<file path="src/rtl/skin_pipe_sched.sv">
// Flow-control scheduler around the fixed-latency chroma transform pipelines:
// credit-based issue, latency-matched tag shadow, result FIFO and pixel/frame counters.
module skin_pipe_sched #(
    parameter int LATENCY = 6,
    parameter int T_W     = 16,
    parameter int DEPTH   = 8,
    parameter int CNT_W   = 20
) (
    input  logic             clk,
    input  logic             rst_n,
    input  logic             in_valid,
    output logic             in_ready,
    input  logic [7:0]       in_Y,
    input  logic [7:0]       in_Cb,
    input  logic [7:0]       in_Cr,
    input  logic             in_last,
    output logic [7:0]       dp_Y,
    output logic [7:0]       dp_Cb,
    output logic [7:0]       dp_Cr,
    input  logic [T_W-1:0]   dp_transcb,
    input  logic [T_W-1:0]   dp_transcr,
    output logic             out_valid,
    input  logic             out_ready,
    output logic [T_W-1:0]   out_transcb,
    output logic [T_W-1:0]   out_transcr,
    output logic [7:0]       out_Y,
    output logic             out_last,
    output logic [CNT_W-1:0] pix_count,
    output logic [CNT_W-1:0] frame_count,
    output logic             frame_done
);
    localparam int PW  = (DEPTH > 1) ? $clog2(DEPTH) : 1;
    localparam int FCW = $clog2(DEPTH + 1);
    localparam int IW  = $clog2(LATENCY + 1);
    localparam int SW  = $clog2(DEPTH + LATENCY + 1);
    localparam int EW  = 2 * T_W + 9;

    logic [LATENCY-1:0]      tag_valid_q, tag_valid_d;
    logic [LATENCY-1:0][7:0] tag_y_q, tag_y_d;
    logic [LATENCY-1:0]      tag_last_q, tag_last_d;
    logic [IW-1:0]           inflight_q, inflight_d;
    logic [FCW-1:0]          fifo_count_q, fifo_count_d;
    logic [PW-1:0]           wr_ptr_q, wr_ptr_d;
    logic [PW-1:0]           rd_ptr_q, rd_ptr_d;
    logic [CNT_W-1:0]        pix_count_q, pix_count_d;
    logic [CNT_W-1:0]        frame_count_q, frame_count_d;
    logic                    frame_done_q, frame_done_d;
    logic [EW-1:0]           mem_q [DEPTH];
    logic [EW-1:0]           head;
    logic                    accept;
    logic                    push;
    logic                    pop;

    assign dp_Y  = in_Y;
    assign dp_Cb = in_Cb;
    assign dp_Cr = in_Cr;

    // Every accepted pixel owns a slot either in the pipeline or in the FIFO,
    // so the FIFO can never be overrun while the consumer stalls.
    assign in_ready  = (SW'(fifo_count_q) + SW'(inflight_q)) < SW'(DEPTH);
    assign accept    = in_valid & in_ready;
    assign push      = tag_valid_q[LATENCY-1];
    assign out_valid = (fifo_count_q != '0);
    assign pop       = out_valid & out_ready;

    assign head = mem_q[rd_ptr_q];
    assign {out_transcb, out_transcr, out_Y, out_last} = head;

    assign pix_count   = pix_count_q;
    assign frame_count = frame_count_q;
    assign frame_done  = frame_done_q;

    always_comb begin
        tag_valid_d[0] = accept;
        tag_y_d[0]     = in_Y;
        tag_last_d[0]  = in_last;
        for (int i = 1; i < LATENCY; i++) begin
            tag_valid_d[i] = tag_valid_q[i-1];
            tag_y_d[i]     = tag_y_q[i-1];
            tag_last_d[i]  = tag_last_q[i-1];
        end
    end

    always_comb begin
        inflight_d = inflight_q;
        case ({accept, push})
            2'b10:   inflight_d = inflight_q + IW'(1);
            2'b01:   inflight_d = inflight_q - IW'(1);
            default: inflight_d = inflight_q;
        endcase

        fifo_count_d = fifo_count_q;
        case ({push, pop})
            2'b10:   fifo_count_d = fifo_count_q + FCW'(1);
            2'b01:   fifo_count_d = fifo_count_q - FCW'(1);
            default: fifo_count_d = fifo_count_q;
        endcase

        wr_ptr_d = push ? wr_ptr_q + PW'(1) : wr_ptr_q;
        rd_ptr_d = pop  ? rd_ptr_q + PW'(1) : rd_ptr_q;
    end

    always_comb begin
        pix_count_d   = pix_count_q;
        frame_count_d = frame_count_q;
        frame_done_d  = 1'b0;
        if (pop) begin
            if (out_last) begin
                pix_count_d   = '0;
                frame_count_d = frame_count_q + CNT_W'(1);
                frame_done_d  = 1'b1;
            end else begin
                pix_count_d   = pix_count_q + CNT_W'(1);
            end
        end
    end

    // Clearing the tags is what discards results still travelling through the unreset pipeline.
    always_ff @(posedge clk or negedge rst_n) begin
        if (!rst_n) begin
            tag_valid_q   <= '0;
            tag_y_q       <= '0;
            tag_last_q    <= '0;
            inflight_q    <= '0;
            fifo_count_q  <= '0;
            wr_ptr_q      <= '0;
            rd_ptr_q      <= '0;
            pix_count_q   <= '0;
            frame_count_q <= '0;
            frame_done_q  <= 1'b0;
        end else begin
            tag_valid_q   <= tag_valid_d;
            tag_y_q       <= tag_y_d;
            tag_last_q    <= tag_last_d;
            inflight_q    <= inflight_d;
            fifo_count_q  <= fifo_count_d;
            wr_ptr_q      <= wr_ptr_d;
            rd_ptr_q      <= rd_ptr_d;
            pix_count_q   <= pix_count_d;
            frame_count_q <= frame_count_d;
            frame_done_q  <= frame_done_d;
        end
    end

    always_ff @(posedge clk) begin
        if (push) begin
            mem_q[wr_ptr_q] <= {dp_transcb, dp_transcr, tag_y_q[LATENCY-1], tag_last_q[LATENCY-1]};
        end
    end

    a_no_overflow: assert property (@(posedge clk) disable iff (!rst_n)
        !(push && (fifo_count_q == FCW'(DEPTH))));

    a_inflight_range: assert property (@(posedge clk) disable iff (!rst_n)
        inflight_q <= IW'(LATENCY));

endmodule

</file>
<file path="config.mk">
export PLATFORM = sky130hd
export DESIGN_NAME = skin_pipe_sched
export DESIGN_NICKNAME = d
export VERILOG_FILES = /design/src/rtl/skin_pipe_sched.sv
export SDC_FILE = /design/constraint.sdc
export NUM_CORES = 1
export LEC_CHECK = 0
export BUFFER_PORTS_ARGS = -buffer_cell sky130_fd_sc_hd__clkbuf_2
export CAP_MARGIN = 20
export CELL_PAD_IN_SITES_DETAIL_PLACEMENT = 1
export CELL_PAD_IN_SITES_GLOBAL_PLACEMENT = 2
export CORE_MARGIN = 1.5
export CORE_UTILIZATION = 48
export CTS_BUF_LIST = sky130_fd_sc_hd__clkbuf_16
export CTS_CLUSTER_DIAMETER = 100
export DETAILED_ROUTE_END_ITERATION = 8
export GPL_TIMING_DRIVEN = 0
export PLACE_DENSITY = 0.85
export SETUP_SLACK_MARGIN = 0.1
export SLEW_MARGIN = 20
export SYNTH_ARGS = -nofsm -noshare
export SYNTH_HDL_FRONTEND = slang
export SYNTH_SLANG_ARGS = --single-unit
</file>
<file path="constraint.sdc">
create_clock -name clk -period 11.55 [get_ports clk]
set_input_delay 0 -clock clk [delete_from_list [all_inputs] [get_ports clk]]
set_output_delay 0 -clock clk [all_outputs]
set_load 0.01 [all_outputs]
</file>
== Word-level counts from Yosys, hierarchy flattened ==
Memory sizes are Yosys's and may differ from the RTL's.
Cells that the tools add are included.
Word-level totals
  logic and storage cells: 43
  memories kept: 1
  bits in writable memories: 328
  ROM bits: 0
  bits in registers: 114
  bits in latches: 0
  output and inout port bits: 108
Memory list
  mem_q: depth 8, bits a word 41, rd ports 1, clocked after Yosys merged registers in 0, wr ports 1, line 48  | logic [EW-1:0] mem_q [DEPTH];
Operators by class
  magnitude comparators: 1
  reduce and logical (&&, ||, !) cells: 4
  shift operators: 0
  add/sub/neg operators: 9
  multiply operators: 0
  divide/modulo/power cells: 0
  equal/unequal tests: 4
  bitwise gates (word level): 2
  multiplexer cells: 7
Operators with widths (count)
  $add A20 B1 Y20 const B: 2
  $mux W20: 1
  $add A3 B1 Y3 const B: 3
  $pmux W4 S2: 1
  $pmux W3 S2: 1
  $add A4 B1 Y4 const B: 1
  $add A4 B3 Y4: 1
  $eq A2 B1 Y1 const B: 2
  $eq A2 B2 Y1 const B: 2
  $lt A4 B4 Y1 const B: 1
  $mux W1: 4
  $reduce_bool A2 Y1: 2
  $reduce_bool A4 Y1: 1
  $sub A4 B1 Y4 const B: 1
  $sub A3 B1 Y3 const B: 1
  $and A1 B1 Y1: 2
  $reduce_and A2 Y1: 1

== Longest topological paths before layout ==
Gate-level depths: netlist (run 1).
  depth after elaboration: 5
  depth in mapped cells: 11
  gate-level depth less buffers: 11

== Least setup slack after synthesis (run 1) ==
Ideal clock, no wire load.
  path kind: register to register
  start point: register wr_ptr_q[1]
  end point: memory mem_q[0][0] in the netlist's numbering, enable pin
  stages on the path, launching flop included: 3
  period minus slack after synthesis: 3875 ps
  setup slack: 7675 ps
  data required time: 11060 ps
  arrival time: 3385 ps
  setup time: 490 ps
  cell sequence: dfrtp_1 > nand2b_1 > nor3_1
RTL lines
  start: declaration: line 43  | logic [PW-1:0] wr_ptr_q, wr_ptr_d;
  start signal: assignment: line 137  | wr_ptr_q <= wr_ptr_d;
  end: declaration: line 48
Straight into the memory's write port.

== Worst setup path after layout (run 1) ==
  start point: register fifo_count_q[0]
  end point: register fifo_count_q[3]
Between the ends
  word-level cells in the longest chain between the ends: 4
RTL lines
  start: declaration: line 42  | logic [FCW-1:0] fifo_count_q, fifo_count_d;
  start signal: assignment: line 136  | fifo_count_q <= fifo_count_d;
  $reduce_bool A4 Y1: line 63  | assign out_valid = (fifo_count_q != '0);
  $and A1 B1 Y1: line 64  | assign pop = out_valid & out_ready;
  $eq A2 B1 Y1 or $eq A2 B2 Y1 (tied branches): line 93  | case ({push, pop})
  $pmux W4 S2 or $reduce_bool A2 Y1 (tied branches)
Parallel ways exist; a longest one is shown, timed or not.
A chain may end at the register's enable or synchronous reset.

==> results of run 1 <==
==> layout by cell type, fill, tap and decap left out, types with 18 or more instances in the layout <==
cell type                       synthesis  routed
sky130_fd_sc_hd__edfxtp_1             328     328
sky130_fd_sc_hd__clkbuf_2               0     151
sky130_fd_sc_hd__dfrtp_1              114     114
sky130_fd_sc_hd__mux4_2                80      80
sky130_fd_sc_hd__clkbuf_16              0      46
sky130_fd_sc_hd__mux2_2                45      45
sky130_fd_sc_hd__dlygate4sd3_1          0      44
sky130_fd_sc_hd__xor2_1                31      31
sky130_fd_sc_hd__buf_4                 25      31
sky130_fd_sc_hd__nand2_1               27      27
sky130_fd_sc_hd__inv_1                 10      23
sky130_fd_sc_hd__nor2_1                26      20
sky130_fd_sc_hd__nand3_1               18      18
==> final cells by class <==
cell class	instances	area [µm²]	share of cell area, %
inverters	12	45.0	0.220
clock inverters	34	274	1.34
repair buffers	222	1660	8.08
well taps	455	569	2.78
clock buffers	46	1150	5.62
multi-input cells	329	3770	18.4
flip-flops and latches	442	12700	62.0
plain buffers	54	318	1.55
==> cells by family after synthesis <==
kind of cell / share of synthesized area (%)
compound gates: 0.880
xor+xnor: 2.24
fa+ha+maj: 0.984
buf+inv: 2.16
flops: 75.7
mux: 13.9
simple gates: 4.09
==> per-layer routing <==
layer,up-vias,global-route usage [%]
met5,-,0
met4,0,5.37
met3,57,3.49
met2,247,36.3
met1,4524,27.4
li1,3799,-
==> critical path, cell delays in order (launching register included) <==
cell and delay, ps:
sky130_fd_sc_hd__dfrtp_1 460, sky130_fd_sc_hd__o41ai_2 820, sky130_fd_sc_hd__clkinv_1 530, sky130_fd_sc_hd__ha_1 380, sky130_fd_sc_hd__ha_1 280, sky130_fd_sc_hd__a21o_1 180
sky130_fd_sc_hd__a21oi_1 170, sky130_fd_sc_hd__xnor2_1 140, sky130_fd_sc_hd__nor2_1 60, sky130_fd_sc_hd__xor2_1 140
==> stage by stage <==
stage / hold WS, ps / setup slack, ps
finish: 6.04 / 8270
global route: 12.2 / 8060
CTS: 0.412 / 8240
detailed placement: -60.1 / 8270
global placement: 112 / 4480
floorplan: -296 / 7680
==> report_power, final <==
group | internal (mW) | switching [mW] | leakage (nW)
Clock | 0.812 | 0.589 | 0.739
Combinational | 0.657 | 0.762 | 2.53
Sequential | 1.90 | 0.0958 | 4.38
==> final timing paths <==
| path | start | end |
|---|---|---|
| worst max-delay path | fifo_count_q[0] | fifo_count_q[3] |
| worst min-delay path | rst_n | tag_y_d[27] |
| worst max register to register | fifo_count_q[0] | fifo_count_q[3] |
| worst min register to register | tag_y_d[39] | tag_y_d[47] |
| max in group asynchronous | rst_n | frame_count[1] |
| min in group clk | in_last | tag_last_q[0] |
==> registers in the layout (all words and copies together), names as in the netlist <==
register,count
mem_q,328
tag_y_d,40
frame_count,20
pix_count,20
tag_y_q,8
tag_last_q,6
tag_valid_q,6
fifo_count_q,4
inflight_q,3
rd_ptr_q,3
wr_ptr_q,3
frame_done,1
==> qor.log, run 1 <==
INFO  global_routing track_usage=20.9%
INFO  cts            cts-buffers-inserted=45
INFO  cts            hold_buffers=45
INFO  synth          synth.lib_cells_used.distinct=44
INFO  synth          post_synth_instance_area=16800µm²
INFO  drt            top_layer=met4
INFO  global_routing grt_pass1_vias=9385
INFO  cts            post-cts-setup-buffers=0
INFO  synth          synth.avg_cell_area=20.0µm²
INFO  synth          ys_async_sr_fraction=25.8%
INFO  synth          yosys.cell_count.top_type=sky130_fd_sc_hd__edfxtp_1
INFO  power_and_ir_drop power_leakage=7.65nW
INFO  floorplanning  die_height=190µm
INFO  drt            drtIter0Drc=560
INFO  global_routing grt_first_pass_wirelength=56600µm
INFO  drt            totalWireLength=37000µm
INFO  setup_path     worstPathMaxFanout=9
INFO  synth          synth.top_cells.by_area=sky130_fd_sc_hd__edfxtp_1, sky130_fd_sc_hd__dfrtp_1, sky130_fd_sc_hd__mux4_2
INFO  floorplanning  floorplan.die.width=190µm
INFO  synth          synth_top_cell_by_area=sky130_fd_sc_hd__edfxtp_1
INFO  floorplanning  io_pins=169
INFO  synth          post_synth_edffs=328
INFO  placed_design  gp_congestion=0.713
INFO  placed_design  placedInstanceArea=18600µm²
INFO  power_and_ir_drop totalPowerFinal=4.82mW
INFO  cts            tritoncts=yes
INFO  finish         nFillCells=3060
INFO  power_and_ir_drop power_density=235nW/µm²
INFO  setup_path     arrival=3700ps
INFO  synth          synth_cells=837
INFO  sta            finalHoldViolations=0
INFO  global_routing overflow=0
INFO  setup_path     cell_depth_of_the_worst_flop_to_flop_path=9
INFO  global_routing grt_max_degree=82
INFO  drt            ant_nets=0
INFO  setup_path     data_required_critical_path=11980ps
INFO  synth          synth_flop_cell=sky130_fd_sc_hd__edfxtp_1
INFO  synth          mappedNetlistNets=910
INFO  sta            min_period_over_period=28.4%
INFO  sta            clock-skew-final=18.9ps
INFO  sta            timing.setup.tns=0ps
INFO  floorplanning  floorplan.rows=68
INFO  finish         ant_diodes=0
INFO  placed_design  detailed_place_hpwl=22800µm
INFO  global_routing antenna_found_initial=0
INFO  drt            wl_met1=15300µm
INFO  setup_path     timing.critical_path.from_type=flip-flop
INFO  floorplanning  floorplan.initialDensity=48.7%
INFO  cts            clk_pin_slew=60ps
INFO  cts            worstSkewPairLatency=550ps
INFO  run            cap_viol_max_count=0
INFO  drt            via_per_inst=5.41
INFO  finish         area_growth_syn_to_layout=22.1%
INFO  sta            final_max_slew_viol_count=0
INFO  finish         fraction_of_final_layout_cells_with_drive_strength_greater_than_1=36.5%
INFO  finish         final_net_count=1179
INFO  drt            post_drt_wl_per_cell=23.2µm
INFO  run_status     result_of_the_run=complete, no violations
INFO  cts            clock_tree.root_cell=sky130_fd_sc_hd__clkbuf_16
INFO  synth          yosysSeqAreaShare=75.7%
INFO  drt            met2RoutedLength=19100µm
INFO  setup_path     setup.worst_path.end_class=flip-flop
INFO  drt            met3_routed_wirelength=1880µm
INFO  finish         final_cell_count_no_fill=1594
INFO  sta            setup_repair_after_global_routing_missed_its_margin=no
INFO  min_path       holdCritPathClass=input port to async pin
INFO  sta            final-setup-viol-count=0
INFO  synth          yosys-top-cells-count=sky130_fd_sc_hd__edfxtp_1, sky130_fd_sc_hd__dfrtp_1, sky130_fd_sc_hd__mux4_2, sky130_fd_sc_hd__mux2_2, sky130_fd_sc_hd__xor2_1
INFO  sta            max_clk_rate=305MHz
INFO  drt            total_number_of_vias=8627
INFO  sta            max_slew_margin=44.4%
INFO  synth          postSynthRegisterBits=442
INFO  placed_design  placedCellCount=1469
INFO  drt            drc_errors=0
INFO  setup_path     r2r_setup_slack=8270ps
INFO  cts            post_cts_sizing=0
INFO  synth          ys.warnings.count=0
INFO  cts            cts_htree_levels=2
INFO  sta            timing.final.crit_period=3280ps
INFO  placed_design  port_buffers=152
INFO  drt            first_pass_drt_iterations=4
INFO  synth          post-synth-top-area-fraction=58.7%
INFO  sta            worst_slew_pin_slew=825ps
INFO  cts            cts-root-to-sink-buffers=3
INFO  floorplanning  fp.coreArea=34500µm²
INFO  finish         final_core_utilization=59.5%
INFO  floorplanning  fp.dieArea=36100µm²
INFO  setup_path     path_class=flip-flop to flip-flop
INFO  finish         finalInstanceArea=20500µm²
INFO  cts            cts_sinks=442
INFO  power_and_ir_drop peakVddDrop=120µV
Note: power is estimated with default switching activity, not from simulation.
==> inputs of run 2 (changes only) <==
--- a/config.mk
+++ b/config.mk
@@ -10,12 +10,12 @@
 export CELL_PAD_IN_SITES_DETAIL_PLACEMENT = 1
 export CELL_PAD_IN_SITES_GLOBAL_PLACEMENT = 2
 export CORE_MARGIN = 1.5
-export CORE_UTILIZATION = 48
+export CORE_UTILIZATION = 41
 export CTS_BUF_LIST = sky130_fd_sc_hd__clkbuf_16
 export CTS_CLUSTER_DIAMETER = 100
 export DETAILED_ROUTE_END_ITERATION = 8
 export GPL_TIMING_DRIVEN = 0
-export PLACE_DENSITY = 0.85
+export PLACE_DENSITY = 0.77
 export SETUP_SLACK_MARGIN = 0.1
 export SLEW_MARGIN = 20
 export SYNTH_ARGS = -nofsm -noshare
==> constraint.sdc (replaced) <==
create_clock -name clk -period 3 [get_ports clk]
set_input_delay 0 -clock clk [delete_from_list [all_inputs] [get_ports clk]]
set_output_delay 0 -clock clk [all_outputs]
set_load 0.01 [all_outputs]
==> qor.log, run 2 (synthesized netlist as in run 1, its figures left out) <==
INFO  floorplanning  fp.coreArea=40100µm² [+16%]
INFO  sta            setup_repair_after_global_routing_missed_its_margin=no
INFO  global_routing grt_max_degree=83 [+1.2%]
INFO  floorplanning  floorplan.die.width=205µm [+8.1%]
INFO  finish         final_core_utilization=51.5% [-7.9 points]
INFO  sta            hold_ws=73.3ps [+67.3 ps]
INFO  cts            worstSkewPairLatency=580ps [+30 ps]
INFO  run            cap_viol_max_count=0 [unchanged]
INFO  finish         ant_diodes=0 [unchanged]
INFO  finish         final_net_count=1178 [-0.085%]
INFO  sta            final_max_slew_viol_count=0 [unchanged]
INFO  setup_path     worstPathMaxFanout=10 [+1]
INFO  power_and_ir_drop peakVddDrop=368µV [+210%]
INFO  finish         layout.cells.most_common_list=sky130_fd_sc_hd__edfxtp_1, sky130_fd_sc_hd__clkbuf_2, sky130_fd_sc_hd__dfrtp_1
INFO  cts            cts-root-to-sink-buffers=3 [unchanged]
INFO  drt            totalWireLength=36200µm [-2.2%]
INFO  floorplanning  io_pins=169 [unchanged]
INFO  min_path       holdCritPathClass=input port to flip-flop
INFO  min_path       hold_path_startpoint=in_last
INFO  power_and_ir_drop power_leakage=7.70nW [+0.67%]
INFO  power_and_ir_drop power_density=898nW/µm² [+280%]
INFO  finish         fraction_of_final_layout_cells_with_drive_strength_greater_than_1=37.4% [+0.85 points]
INFO  global_routing grt_first_pass_wirelength=56300µm [-0.52%]
INFO  drt            total_number_of_vias=8539 [-1.0%]
INFO  sta            clock-skew-final=11.7ps [-7.19 ps]
INFO  cts            cts_htree_levels=2 [unchanged]
INFO  sta            worst_slew_pin_slew=770ps [-54.7 ps]
INFO  placed_design  detailed_place_hpwl=22300µm [-2.2%]
INFO  floorplanning  floorplan.initialDensity=41.8% [-6.8 points]
INFO  floorplanning  fp.dieArea=42100µm² [+17%]
INFO  floorplanning  floorplan.rows=73 [+7.4%]
INFO  sta            final-setup-viol-count=0 [unchanged]
INFO  placed_design  port_buffers=152 [unchanged]
INFO  setup_path     timing.critical_path.from_type=flip-flop
INFO  cts            clock_tree.root_cell=sky130_fd_sc_hd__clkbuf_16
INFO  drt            drc_errors=0 [unchanged]
INFO  setup_path     worstReg2RegStart=fifo_count_q[1]
INFO  drt            drtIter0Drc=430 [-23%]
INFO  global_routing track_usage=17.9% [-3.0 points]
INFO  finish         largest_register_ffs=328 [unchanged]
INFO  drt            via_per_inst=5.13 [-5.2%]
INFO  drt            post_drt_wl_per_cell=21.7µm [-6.4%]
INFO  finish         register_with_the_most_flip_flops=mem_q
INFO  sta            timing.setup.tns=0ps [unchanged]
INFO  sta            min_period_over_period=89.6%
INFO  sta            finalHoldViolations=0 [unchanged]
INFO  power_and_ir_drop totalPowerFinal=18.5mW [+280%]
INFO  setup_path     path_class=flip-flop to output pin
INFO  cts            cts-buffers-inserted=47 [+4.4%]
INFO  run_status     result_of_the_run=complete, no violations
INFO  sta            max_slew_margin=48.5% [+4.1 points]
INFO  drt            first_pass_drt_iterations=4 [unchanged]
INFO  placed_design  placedInstanceArea=18700µm² [+0.64%]
INFO  drt            ant_nets=0 [unchanged]
INFO  floorplanning  die_height=205µm [+8.1%]
INFO  setup_path     startpoint=rd_ptr_q[0]
INFO  sta            max_clk_rate=372MHz
INFO  setup_path     setup.worst_path.end_class=output pin
INFO  global_routing grt_pass1_vias=9267 [-1.3%]
INFO  finish         area_growth_syn_to_layout=23.1%
INFO  finish         finalInstanceArea=20700µm² [+0.83%]
INFO  finish         layout.cells.most_common=sky130_fd_sc_hd__edfxtp_1
INFO  cts            clk_pin_slew=60ps [about the same]
INFO  sta            timing.final.crit_period=2690ps
INFO  setup_path     data_required_critical_path=3000ps [-8980 ps]
INFO  global_routing overflow=0 [unchanged]
INFO  cts            tritoncts=yes
INFO  global_routing antenna_found_initial=0 [unchanged]
INFO  cts            cts_sinks=442 [unchanged]
INFO  placed_design  gp_congestion=0.701 [-1.7%]
INFO  setup_path     arrival=2690ps [-1010 ps]
-- run 2: cell count changes in the layout (fill, tap and decap cells not counted), moves of 4 or more --
| cell | before | now |
|---|---|---|
| sky130_fd_sc_hd__buf_16 | 7 | 12 |
| sky130_fd_sc_hd__buf_4 | 31 | 27 |
| sky130_fd_sc_hd__buf_6 | 7 | 1 |
| sky130_fd_sc_hd__buf_8 | 0 | 4 |
| sky130_fd_sc_hd__clkbuf_1 | 16 | 7 |
| sky130_fd_sc_hd__clkbuf_2 | 151 | 160 |
| sky130_fd_sc_hd__clkinv_2 | 4 | 9 |
-- run 2: report_power, final --
| part | total (mW) | internal [mW] | switching [mW] |
|---|---|---|---|
| Sequential | 7.70 | 7.33 | 0.367 |
| Combinational | 5.48 | 2.55 | 2.92 |
| Clock | 5.37 | 3.03 | 2.34 |
| Total | 18.5 | 12.9 | 5.63 |
-- run 2: timing repair --
item	CTS	global route
pin swaps	0	1
buffers inserted	0	2
hold buffers	46	0
setup endpoints to repair	44	1
gates resized for setup	11	0
endpoints found under the hold margin	395	0
-- run 2: final timing paths --
kind / to / slack (ps) / depth (start not counted)
worst min register to register: tag_y_d[36] / 340 / 0
worst max-delay path: out_transcb[12] / 310 / 5
min in group asynchronous: frame_count[1] / 500 / 4
worst max register to register: inflight_q[2] / 350 / 11
max in group asynchronous: tag_y_d[46] / 2060 / 4
worst min-delay path: tag_last_q[0] / 70 / 2
-- run 2: metrics by stage --
| step | worst slack, ps | std cells |
|---|---|---|
| 2_1_floorplan | 209 | 837 |
| 3_3_place_gp | -1890 | 1514 |
| 3_5_place_dp | -326 | 1533 |
| 4_1_cts | 128 | 1663 |
| 5_1_grt | 122 | 1665 |
| 6_report | 311 | 1665 |
-- run 2: worst max-delay path: stages (launching register included) --
cell and delay (ps):
sky130_fd_sc_hd__dfrtp_1 460, sky130_fd_sc_hd__buf_4 240, sky130_fd_sc_hd__buf_2 400, sky130_fd_sc_hd__mux4_2 560, sky130_fd_sc_hd__mux2_2 280, sky130_fd_sc_hd__clkbuf_2 160
-- run 2: cell type report --
cell class	count	area, µm²
Buffer	54	329
Clock buffer	49	1230
Clock inverter	35	195
Fill cell	3712	19400
Inverter	12	46.3
Multi-Input combinational cell	329	3800
Sequential cell	442	12700
Tap cell	525	657
Timing Repair Buffer	219	1710
-- run 2: layer usage --
metal / track usage [%] / part of all wire [%] / vias up
li1: - / - / 3804
met4: 4.51 / 1.9 / 0
met5: 0 / 0 / -
met1: 24.3 / 44 / 4480
met2: 29.4 / 49 / 205
met3: 3.99 / 5.5 / 50
==> inputs of run 3 (changes only) <==
--- a/config.mk
+++ b/config.mk
@@ -16,6 +16,7 @@
 export DETAILED_ROUTE_END_ITERATION = 8
 export GPL_TIMING_DRIVEN = 0
 export PLACE_DENSITY = 0.77
+export RECOVER_POWER = 50
 export SETUP_SLACK_MARGIN = 0.1
 export SLEW_MARGIN = 20
 export SYNTH_ARGS = -nofsm -noshare
==> qor.log, run 3 (synthesized netlist as in run 1, its figures left out) <==
INFO  run_status     result_of_the_run=complete, but fails checks
INFO  run_status     violations=capacitance limit, slew limit
INFO  sta            max_clk_rate=372MHz [about the same]
INFO  cts            cts_htree_levels=2 [unchanged]
INFO  drt            totalWireLength=36100µm [-0.27%]
INFO  global_routing grt_first_pass_wirelength=56300µm [unchanged]
INFO  finish         finalInstanceArea=20500µm² [-0.60%]
INFO  sta            timing.setup.tns=0ps [unchanged]
INFO  finish         register_with_the_most_flip_flops=mem_q
INFO  finish         layout.cells.most_common=sky130_fd_sc_hd__edfxtp_1
INFO  placed_design  placedCellCount=1533 [unchanged]
INFO  sta            timing.final.crit_period=2690ps [-0.552 ps]
INFO  cts            worstSkewPairLatency=580ps [about the same]
INFO  cts            cts-root-to-sink-buffers=3 [unchanged]
INFO  power_and_ir_drop totalPowerFinal=18.5mW [about the same]
INFO  placed_design  placedInstanceArea=18700µm² [unchanged]
INFO  setup_path     worstReg2RegStart=fifo_count_q[1]
INFO  setup_path     arrival=2690ps [about the same]
INFO  sta            final_max_slew_viol_count=116 [+116]
INFO  finish         final_cell_count_no_fill=1665 [unchanged]
INFO  setup_path     setup.worst_path.end_class=output pin
INFO  min_path       holdCritPathClass=input port to flip-flop
INFO  sta            final-setup-viol-count=0 [unchanged]
INFO  setup_path     path_class=flip-flop to output pin
INFO  cts            tritoncts=yes
INFO  cts            clock_tree.root_cell=sky130_fd_sc_hd__clkbuf_16
INFO  power_and_ir_drop power_density=903nW/µm² [+0.53%]
INFO  finish         final_core_utilization=51.2% [-0.31 points]
INFO  sta            hold_ws=72.4ps [-0.923 ps]
INFO  power_and_ir_drop power_leakage=7.50nW [-2.6%]
INFO  setup_path     startpoint=rd_ptr_q[1]
INFO  floorplanning  floorplan.initialDensity=41.8% [unchanged]
INFO  placed_design  detailed_place_hpwl=22300µm [unchanged]
INFO  placed_design  gp_congestion=0.701 [unchanged]
INFO  drt            ant_nets=0 [unchanged]
INFO  global_routing fraction_of_met2_tracks_used_by_global_routing=29.4% [unchanged]
INFO  global_routing grt_max_degree=83 [unchanged]
INFO  finish         final_net_count=1178 [unchanged]
INFO  global_routing antenna_found_initial=0 [unchanged]
INFO  finish         largest_register_ffs=328 [unchanged]
INFO  floorplanning  fp.coreArea=40100µm² [unchanged]
INFO  drt            via_per_inst=5.12 [-0.25%]
INFO  drt            post_drt_wl_per_cell=21.7µm [-0.27%]
INFO  setup_path     crit_path_end=out_last
INFO  drt            first_pass_drt_iterations=4 [unchanged]
INFO  setup_path     worstPathMaxFanout=10 [unchanged]
INFO  sta            finalHoldViolations=0 [unchanged]
INFO  floorplanning  floorplan.rows=73 [unchanged]
INFO  global_routing track_usage=17.9% [unchanged]
INFO  power_and_ir_drop peakVddDrop=370µV [+0.36%]
INFO  setup_path     data_required_critical_path=3000ps [about the same]
INFO  sta            final_critical_path_setup_slack=312ps [+0.552 ps]
INFO  sta            clock-skew-final=11.9ps [+0.194 ps]
INFO  floorplanning  fp.dieArea=42100µm² [unchanged]
INFO  setup_path     r2r_setup_slack=350ps [about the same]
INFO  placed_design  port_buffers=152 [unchanged]
INFO  placed_design  worst_setup_slack_before_clock_tree_synthesis=-326ps [unchanged]
INFO  sta            max_slew_margin=-27.5% [-76 points]
INFO  global_routing use_met1=24.3% [unchanged]
INFO  global_routing groute.layer.met3.usage=3.99% [unchanged]
INFO  cts            cts_sinks=442 [unchanged]
INFO  global_routing overflow=0 [unchanged]
INFO  finish         ant_diodes=0 [unchanged]
INFO  finish         fraction_of_final_layout_cells_with_drive_strength_greater_than_1=31.9% [-5.4 points]
INFO  floorplanning  io_pins=169 [unchanged]
INFO  drt            drc_errors=0 [unchanged]
INFO  drt            total_number_of_vias=8518 [-0.25%]
INFO  setup_path     cell_depth_of_the_worst_flop_to_flop_path=11 [unchanged]
INFO  cts            clk_pin_slew=60ps [about the same]
INFO  finish         area_growth_syn_to_layout=22.4%
INFO  sta            worst_slew_pin_slew=1910ps [+1140 ps]
INFO  floorplanning  floorplan.die.width=205µm [unchanged]
INFO  setup_path     timing.critical_path.from_type=flip-flop
INFO  run            cap_viol_max_count=2 [+2]
INFO  global_routing grt_pass1_vias=9267 [unchanged]
INFO  finish         layout.cells.most_common_list=sky130_fd_sc_hd__edfxtp_1, sky130_fd_sc_hd__dfrtp_1, sky130_fd_sc_hd__clkbuf_2
INFO  sta            min_period_over_period=89.6% [about the same]
INFO  cts            cts-buffers-inserted=47 [unchanged]
INFO  global_routing global_route.peak_usage_layer=met2
INFO  drt            drtIter0Drc=419 [-2.6%]
INFO  setup_path     reg2reg_to=inflight_q[2]
INFO  sta            setup_repair_after_global_routing_missed_its_margin=no
INFO  floorplanning  die_height=205µm [unchanged]
run 3: cell types whose count changed in the layout (fill, tap and decap cells not counted):
cell                       previous run  this run
sky130_fd_sc_hd__buf_2               11        12
sky130_fd_sc_hd__clkbuf_8             1         0
sky130_fd_sc_hd__clkbuf_1             7        69
sky130_fd_sc_hd__buf_16              12        11
sky130_fd_sc_hd__buf_12               4         3
sky130_fd_sc_hd__clkbuf_4             0         1
sky130_fd_sc_hd__clkbuf_2           160       100
sky130_fd_sc_hd__buf_4               27        26
run 3: cell type report:
type / count / area, µm²
Fill cell: 3733 / 19600
Inverter: 12 / 46.3
Clock buffer: 49 / 1230
Sequential cell: 442 / 12700
Timing Repair Buffer: 219 / 1580
Multi-Input combinational cell: 329 / 3800
Tap cell: 525 / 657
Buffer: 54 / 329
Clock inverter: 35 / 195
run 3: power breakdown:
part | switching (mW) | total (mW) | internal (mW)
sequential | 0.366 | 7.70 | 7.33
clock | 2.34 | 5.38 | 3.03
combinational | 2.92 | 5.46 | 2.54
run 3: how the worst min path moves through the flow:
stage,start,endpoint,slack (ps),cells past startpoint
2_1_floorplan,rst_n,fifo_count_q[0],-300,0
3_3_place_gp,in_last,tag_last_q[0],120,1
3_5_place_dp,rst_n,frame_count[1],-70,1
4_1_cts,in_last,tag_last_q[0],40,2
5_1_grt,in_last,tag_last_q[0],50,2
6_report,in_last,tag_last_q[0],70,2
run 3: worst max-delay path, cell delays in order, from the launching register on:
cell and delay, ps:
sky130_fd_sc_hd__dfrtp_1 430, sky130_fd_sc_hd__clkbuf_2 320, sky130_fd_sc_hd__nand2_1 90, sky130_fd_sc_hd__o2bb2ai_1 390, sky130_fd_sc_hd__or2_1 160, sky130_fd_sc_hd__buf_2 200, sky130_fd_sc_hd__clkinv_1 290, sky130_fd_sc_hd__clkbuf_2 230
run 3: routing by layer:
layer,share of wire [%],vias up
met3,5.2,51
met4,1.9,0
met1,44,4469
li1,-,3804
met2,49,194
met5,0,-
run 3: what timing repair did:
| item | 4_1_cts | 5_1_grt |
|---|---|---|
| hold buffers | 46 | 0 |
| resized for setup | 11 | 0 |
| cloned | 0 | 0 |
| endpoints found under the hold margin | 395 | 0 |
| buffers inserted | 0 | 2 |
| pin swaps | 0 | 1 |
| endpoints found under the setup margin | 44 | 1 |
